[src/rtl/gb_audio_lj_receiver.sv]
// Left-justified, MSB-first serial audio receiver.
// Oversamples BCLK/LRCK/DAT in the system clock domain and deserialises
// stereo words into parallel left/right samples.
module gb_audio_lj_receiver #(
    parameter int unsigned DATA_WIDTH  = 16,
    parameter int unsigned SYNC_STAGES = 2
) (
    input  logic                  clock,
    input  logic                  rst,
    input  logic                  aud_bclk,
    input  logic                  aud_lrck,
    input  logic                  aud_dat,
    input  logic                  err_clr,
    output logic [DATA_WIDTH-1:0] word_data,
    output logic                  word_left,
    output logic                  word_valid,
    output logic [DATA_WIDTH-1:0] left_sample,
    output logic [DATA_WIDTH-1:0] right_sample,
    output logic                  frame_valid,
    output logic                  short_err
);

    localparam int unsigned CNT_W = $clog2(DATA_WIDTH + 1);
    localparam int unsigned ARM_W = SYNC_STAGES + 1;

    typedef enum logic [1:0] {
        IDLE  = 2'd0,
        SHIFT = 2'd1,
        DONE  = 2'd2
    } state_t;

    // Synchroniser chains, edge-detect flops and warm-up tracker.
    logic [SYNC_STAGES-1:0] bclk_sr;
    logic [SYNC_STAGES-1:0] lrck_sr;
    logic [SYNC_STAGES-1:0] dat_sr;
    logic                   bclk_q;
    logic                   lrck_q;
    logic [ARM_W-1:0]       arm_sr;

    logic bclk_s;
    logic lrck_s;
    logic dat_s;
    logic armed;
    logic bclk_rise_c;
    logic lr_edge_c;

    // FSM and datapath state.
    state_t                state_q, state_d;
    logic [DATA_WIDTH-1:0] shift_q, shift_d;
    logic [CNT_W-1:0]      count_q, count_d;
    logic                  chan_q, chan_d;
    logic                  pair_q, pair_d;

    // Next values for registered outputs.
    logic [DATA_WIDTH-1:0] word_data_d;
    logic                  word_left_d;
    logic                  word_valid_d;
    logic [DATA_WIDTH-1:0] left_sample_d;
    logic [DATA_WIDTH-1:0] right_sample_d;
    logic                  frame_valid_d;
    logic                  short_err_d;

    logic [DATA_WIDTH-1:0] shift_in_c;
    logic                  commit_c;
    logic                  short_c;

    // Synchronise the serial pins and hold events off until the chain is primed,
    // so a pin already high at reset release does not look like an edge.
    always_ff @(posedge clock) begin
        if (rst) begin
            bclk_sr <= '0;
            lrck_sr <= '0;
            dat_sr  <= '0;
            bclk_q  <= 1'b0;
            lrck_q  <= 1'b0;
            arm_sr  <= '0;
        end else begin
            bclk_sr <= {bclk_sr[SYNC_STAGES-2:0], aud_bclk};
            lrck_sr <= {lrck_sr[SYNC_STAGES-2:0], aud_lrck};
            dat_sr  <= {dat_sr[SYNC_STAGES-2:0], aud_dat};
            bclk_q  <= bclk_sr[SYNC_STAGES-1];
            lrck_q  <= lrck_sr[SYNC_STAGES-1];
            arm_sr  <= {arm_sr[ARM_W-2:0], 1'b1};
        end
    end

    assign bclk_s      = bclk_sr[SYNC_STAGES-1];
    assign lrck_s      = lrck_sr[SYNC_STAGES-1];
    assign dat_s       = dat_sr[SYNC_STAGES-1];
    assign armed       = arm_sr[ARM_W-1];
    assign bclk_rise_c = armed & bclk_s & ~bclk_q;
    assign lr_edge_c   = armed & (lrck_s ^ lrck_q);
    assign shift_in_c  = {shift_q[DATA_WIDTH-2:0], dat_s};

    // State, datapath and output registers.
    always_ff @(posedge clock) begin
        if (rst) begin
            state_q      <= IDLE;
            shift_q      <= '0;
            count_q      <= '0;
            chan_q       <= 1'b0;
            pair_q       <= 1'b0;
            word_data    <= '0;
            word_left    <= 1'b0;
            word_valid   <= 1'b0;
            left_sample  <= '0;
            right_sample <= '0;
            frame_valid  <= 1'b0;
            short_err    <= 1'b0;
        end else begin
            state_q      <= state_d;
            shift_q      <= shift_d;
            count_q      <= count_d;
            chan_q       <= chan_d;
            pair_q       <= pair_d;
            word_data    <= word_data_d;
            word_left    <= word_left_d;
            word_valid   <= word_valid_d;
            left_sample  <= left_sample_d;
            right_sample <= right_sample_d;
            frame_valid  <= frame_valid_d;
            short_err    <= short_err_d;
        end
    end

    // Next-state logic: an LRCK edge always restarts a word and takes priority
    // over a coincident BCLK rise, which then supplies the new word's MSB.
    always_comb begin
        state_d  = state_q;
        shift_d  = shift_q;
        count_d  = count_q;
        chan_d   = chan_q;
        commit_c = 1'b0;
        short_c  = 1'b0;

        case (state_q)
            IDLE, DONE: begin
                if (lr_edge_c) begin
                    state_d = SHIFT;
                    chan_d  = lrck_s;
                    count_d = bclk_rise_c ? CNT_W'(1) : CNT_W'(0);
                    if (bclk_rise_c) begin
                        shift_d = shift_in_c;
                    end
                end
            end
            SHIFT: begin
                if (lr_edge_c) begin
                    short_c = 1'b1;
                    chan_d  = lrck_s;
                    count_d = bclk_rise_c ? CNT_W'(1) : CNT_W'(0);
                    if (bclk_rise_c) begin
                        shift_d = shift_in_c;
                    end
                end else if (bclk_rise_c) begin
                    shift_d = shift_in_c;
                    count_d = count_q + CNT_W'(1);
                    if (count_q == CNT_W'(DATA_WIDTH - 1)) begin
                        commit_c = 1'b1;
                        state_d  = DONE;
                    end
                end
            end
            default: begin
                state_d = IDLE;
            end
        endcase
    end

    // Output next values: commit publishes the word and tracks left/right pairing.
    always_comb begin
        word_data_d    = word_data;
        word_left_d    = word_left;
        word_valid_d   = commit_c;
        left_sample_d  = left_sample;
        right_sample_d = right_sample;
        frame_valid_d  = commit_c & ~chan_q & pair_q;
        pair_d         = pair_q;
        short_err_d    = short_err;

        if (commit_c) begin
            word_data_d = shift_in_c;
            word_left_d = chan_q;
            pair_d      = chan_q;
            if (chan_q) begin
                left_sample_d = shift_in_c;
            end else begin
                right_sample_d = shift_in_c;
            end
        end

        if (short_c) begin
            short_err_d = 1'b1;
        end else if (err_clr) begin
            short_err_d = 1'b0;
        end
    end

endmodule

[config.mk]
export PLATFORM = sky130hd
export DESIGN_NAME = gb_audio_lj_receiver
export DESIGN_NICKNAME = d
export VERILOG_FILES = /design/src/rtl/gb_audio_lj_receiver.sv
export SDC_FILE = /design/constraint.sdc
export NUM_CORES = 1
export LEC_CHECK = 0
export CAP_MARGIN = 40
export CORE_MARGIN = 4
export CORE_UTILIZATION = 52
export CTS_CLUSTER_SIZE = 8
export DETAILED_ROUTE_END_ITERATION = 7
export PLACE_DENSITY = 0.79
export SLEW_MARGIN = 40
export SYNTH_ARGS = -nofsm -noshare
export SYNTH_HDL_FRONTEND = slang
export SYNTH_SLANG_ARGS = --single-unit
[constraint.sdc]
create_clock -name clock -period 2.6 [get_ports clock]
set_input_delay 0.52 -clock clock [delete_from_list [all_inputs] [get_ports clock]]
set_output_delay 0.52 -clock clock [all_outputs]
set_load 0.03 [all_outputs]
Word-level counts from Yosys, hierarchy flattened --
Cells that the tools add are included.
Word-level totals: bits in registers 87, bits of input ports 6
Cells by class: add/subtract/negate cells 1, eq/ne operators 8, mux-type cells 22, bitwise operators 8, reduce and logical (&&, ||, !) cells 11
Operators by type and width (count):
- 2-to-1 mux 16 bit | 2
- one-hot mux 16 bit (2 select lines) | 1
- 2-to-1 mux 5 bit | 3
- 2-to-1 mux 1 bit | 10
- one-hot mux 5 bit (2 select lines) | 1
- 2-to-1 mux 2 bit | 4
- inequality test 2 bit (second input constant) | 4
- AND reduction 2 bit | 4
- adder 5 x 1 -> 5 bit (second input constant) | 1
- AND 1 bit | 5
- equality test 5 x 4 -> 1 bit (second input constant) | 1
- one-hot mux 2 bit (2 select lines) | 1
- AND reduction 4 bit | 1
- nonzero test 2 bit | 2
- inequality test 3 bit (second input constant) | 1
- AND reduction 3 bit | 1
- OR reduction 3 bit | 1
- equality test 2 x 1 -> 1 bit (second input constant) | 1
- equality test 2 bit (second input constant) | 1
- zero test 2 bit | 1
- inverter 1 bit | 2
- OR reduction 2 bit | 1
- XOR 1 bit | 1

Depth between registers and ports, before layout --
depth in word-level cells 7, gate-level depth with buffers 9, depth with buffers taken out 7

Worst setup path after synthesis --
OpenSTA, ideal clock, no wires.
path type register to register, start register count_q[0], end register right_sample[10], setup time 132 ps, data arrival time 1849 ps, required time 2468 ps, setup slack 619 ps, stages on the path, launching flop included 10, path buffers 2, cell sequence dfxtp_1 ha_1 and3_1 ha_1 nand4b_4 or3_1 buf_2 buf_6 o21ai_1 a21oi_1
Between the ends: longest elaborated chain between the ends 6
Ends and longest elaborated chain:
- start, declared | line 50 | logic [CNT_W-1:0] count_q, count_d;
- start signal, assigned | line 113 | count_q <= count_d;
- equality test 5 x 4 -> 1 bit | line 158 | if (count_q == CNT_W'(DATA_WIDTH - 1)) begin
- 2-to-1 mux 1 bit | line 158
- 2-to-1 mux 1 bit | line 155 | end else if (bclk_rise_c) begin
- 2-to-1 mux 1 bit | line 148 | if (lr_edge_c) begin
- 2-to-1 mux 1 bit | line 136 | case (state_q)
- AND reduction 2 bit (no line)
- end signal, assigned | line 120 | right_sample <= right_sample_d;
- end, declared | line 18 | output logic [DATA_WIDTH-1:0] right_sample,
Every way passes these cells. A chain may end at the register's enable or synchronous reset.

Final worst setup path --
start register count_q[0], end register right_sample[1]
Same word-level chain as after synthesis.

==> impl_metrics.yaml <==
sta:
  tns_ns: 0
  max_freq_ghz: 0.4558
  min_period_over_period_pct: 84.38
  worstMarginPinSlew_ns: 0.7229
  final_max_slew_viol_count: 0
  rsz0062_at_grt: "false"
  hold_viol: 0
  worst_slack_ns: 0.4060
  skew_ns: 0.008360
  relSlewSlack_pct: 51.58
  period_needed_ns: 2.194
  setup_violations: 0
cts:
  cts.sinks: 86
  cts_resized: 0
  cts_max_path_buffers: 2
  insertion_delay_ns: 0.35
  cts_tree: "built"
  cts.clk_slew.worst_paths_ns: 0.08
  cts_setup_buffers: 0
  cts-htree-levels: 3
  hold_buffers: 0
  clock-root-buffer: "clkbuf_8"
  cts_buffers: 9
critical_path:
  cpMostUsedCell: "ha_1"
  slowest_stage: "dfxtp_1"
  r2r.worst_path.cells: 8
  cp_data_arrival_time_ns: 2.41
  worstReg2RegStart: "count_q[0]$_SDFFE_PP0P_"
  cp_max_fo: 34
  cp_data_required_time_ns: 2.82
  cpPeakStageDelay_ns: 0.39
  path_class: "reg -> reg"
  critical_path.endpoint_type: "register"
  startpoint_type: "register"
  critPathLaunch: "count_q[0]$_SDFFE_PP0P_"
  path_cells: "ha_1 > and3_1 > ha_1 > nand4b_4 > or3_1 > buf_4 > o21ai_0 > a21oi_1"
final_layout:
  area_growth_pct: 24.74
  nFillCells: 490
  nets: 401
  finalNonFillerCells: 473
  diodes: 0
  design_area_sq_um: 4025
  utilization_pct: 67.58
  drive_gt1_share_pct: 8.040
floorplan:
  ios: 58
  die_y_microns: 86.78
  start_util_pct: 54.18
  fp.dieW_microns: 86.78
  rows: 28
  die_area_sq_um: 7530
  core_sq_um: 5956
synthesis:
  ys_types: 35
  syn_area_sq_um: 3227
  ys_warn_count: 0
  synth_edf_count: 0
  synthTopCellsByArea: "dfxtp_1 53%, mux2i_1 9.6%, nand2_1 6.2%, a21oi_1 5.9%, nor2_1 4.4%"
  syn_avg_cell_area_sq_um: 9.547
  synth_top_flop_cell: "dfxtp_1"
  synth_commonest_cells: "86 x dfxtp_1, 53 x nand2_1, 38 x a21oi_1, 38 x nor2_1, 31 x mux2i_1"
  synth.top_cell.area_share_pct: 53.35
  synth_most_common_cell: "dfxtp_1"
  synth-seq-area-share_pct: 53.35
  ys_async_sr_fraction_pct: 0
  synthCells: 338
  ys_ff_latch: 86
  synth_top_area_cell: "dfxtp_1"
  synth_nets: 346
global_routing:
  grt_max_degree: 40
  grtUsageMet2_pct: 30.67
  grtUsageMet1_pct: 26.25
  grt_pass1_wl_microns: 11520
  gr-usage-met3_pct: 3.517
  grt_pass1_vias: 2425
  gr-max-usage-layer: "met2"
  antenna_found_initial: 0
  grtUsageTotal_pct: 19.36
  grt_overflow_total: 0
hold_path:
  min-delay-start: "arm_sr[0]$_DFF_P_"
  whs_path_depth: 1
  hp-class: "reg -> reg"
routing:
  final_antenna_net_count: 0
  wl_microns: 6803
  drc: 0
  wire_per_inst_microns: 14.38
  num_vias: 2474
  dr.first_iter.drc_count: 142
  routed_via_density: 5.230
  dr.pass1.iters: 4
placed_design:
  dpl.cell_count: 457
  gp_congestion: 0.8423
  place_hpwl_microns: 4589
  place_ws_ns: 0.4326
  io_buffer_count: 57
  post_dp_cell_area_sq_um: 3802
status:
  outcome: "complete, no violations"
power_and_ir_drop:
  vdd_drop_max_uv: 366.4
  p_per_area_nw_per_um2: 597.8
  power_leakage_nw: 1.493
job:
  maxCapViolations: 0
==> cells by family (layout without fill, tap and decap cells) <==
group,after synthesis,in the layout,synth area share (%)
xor+xnor,1,1,0.5042
compound gates,66,66,11.48
fa+ha+maj,2,2,0.7754
simple gates,124,124,18.88
buf+inv,28,88,5.389
flops,86,86,53.35
mux,31,31,9.616
==> worst paths after layout <==
check / slack (ns) / endpoint
hold / removal: 0.44 / arm_sr[1]$_SDFF_PP0_
setup / recovery: 0.41 / right_sample[1]$_SDFFE_PP0P_
hold reg to reg: 0.44 / arm_sr[1]$_SDFF_PP0_
setup reg to reg: 0.41 / right_sample[1]$_SDFFE_PP0P_
==> worst max-delay path, delay by kind of cell (launching register included) <==
kind,cells,cell delay (ns)
flops,1,0.39
fa+ha+maj,2,0.40
compound gates,2,0.29
buf+inv,1,0.24
simple gates,3,0.73
==> routing by layer <==
layer,vias to the layer above,wire (microns)
met1,1169,3207
met5,-,0
met3,14,231
met2,49,3230
li1,1242,-
met4,0,133
==> layout by cell type, fill, tap and decap left out, types with 2 or more instances in the layout <==
cell,n
dfxtp_1,86
clkdlybuf4s50_1,56
nand2_1,53
a21oi_1,38
nor2_1,38
mux2i_1,31
o21ai_1,13
nor2b_1,11
clkbuf_8,10
buf_4,9
inv_1,6
a31oi_1,5
nand3_1,4
o21ai_0,4
or3_1,3
and3_1,2
o32ai_1,2
and2_1,2
nor3_1,2
nor4_4,2
ha_1,2
bufinv_16,2
==> final cells by class <==
cell class,instances,area [sq um],area share [%]
Sequential cell,86,1722,42.77
Tap cell,75,93.84,2.331
Clock buffer,11,141.4,3.513
Clock inverter,5,81.33,2.021
Multi-Input combinational cell,224,1331,33.07
Timing Repair Buffer,66,633.1,15.73
Inverter,6,22.52,0.5595
==> where the power goes <==
part           internal (W)   total, W  switching (W)  leakage [nW]
Sequential          0.00132    0.00133     0.00000676         0.695
Combinational     0.0000169  0.0000482      0.0000314         0.688
Clock              0.000570    0.00103       0.000458         0.110
==> stage by stage <==
stage	power, W	hold slack (ns)
global route	0.002501	0.4658
floorplan	0.001396	0.4138
detailed placement	0.001410	0.4231
CTS	0.002424	0.4422
global placement	0.001411	0.4225
finish	0.002406	0.4403
==> registers in the layout (all words and copies together), names as in the netlist <==
signal and count:
lrck_q 1, right_sample 16, word_data 16, bclk_q 1, left_sample 16, count_q 5, state_q 2, pair_q 1
chan_q 1, frame_valid 1, arm_sr 3, bclk_sr 2, word_valid 1, short_err 1, shift_q 15, dat_sr 2
lrck_sr 2
Power figures use the tool's default switching activity.
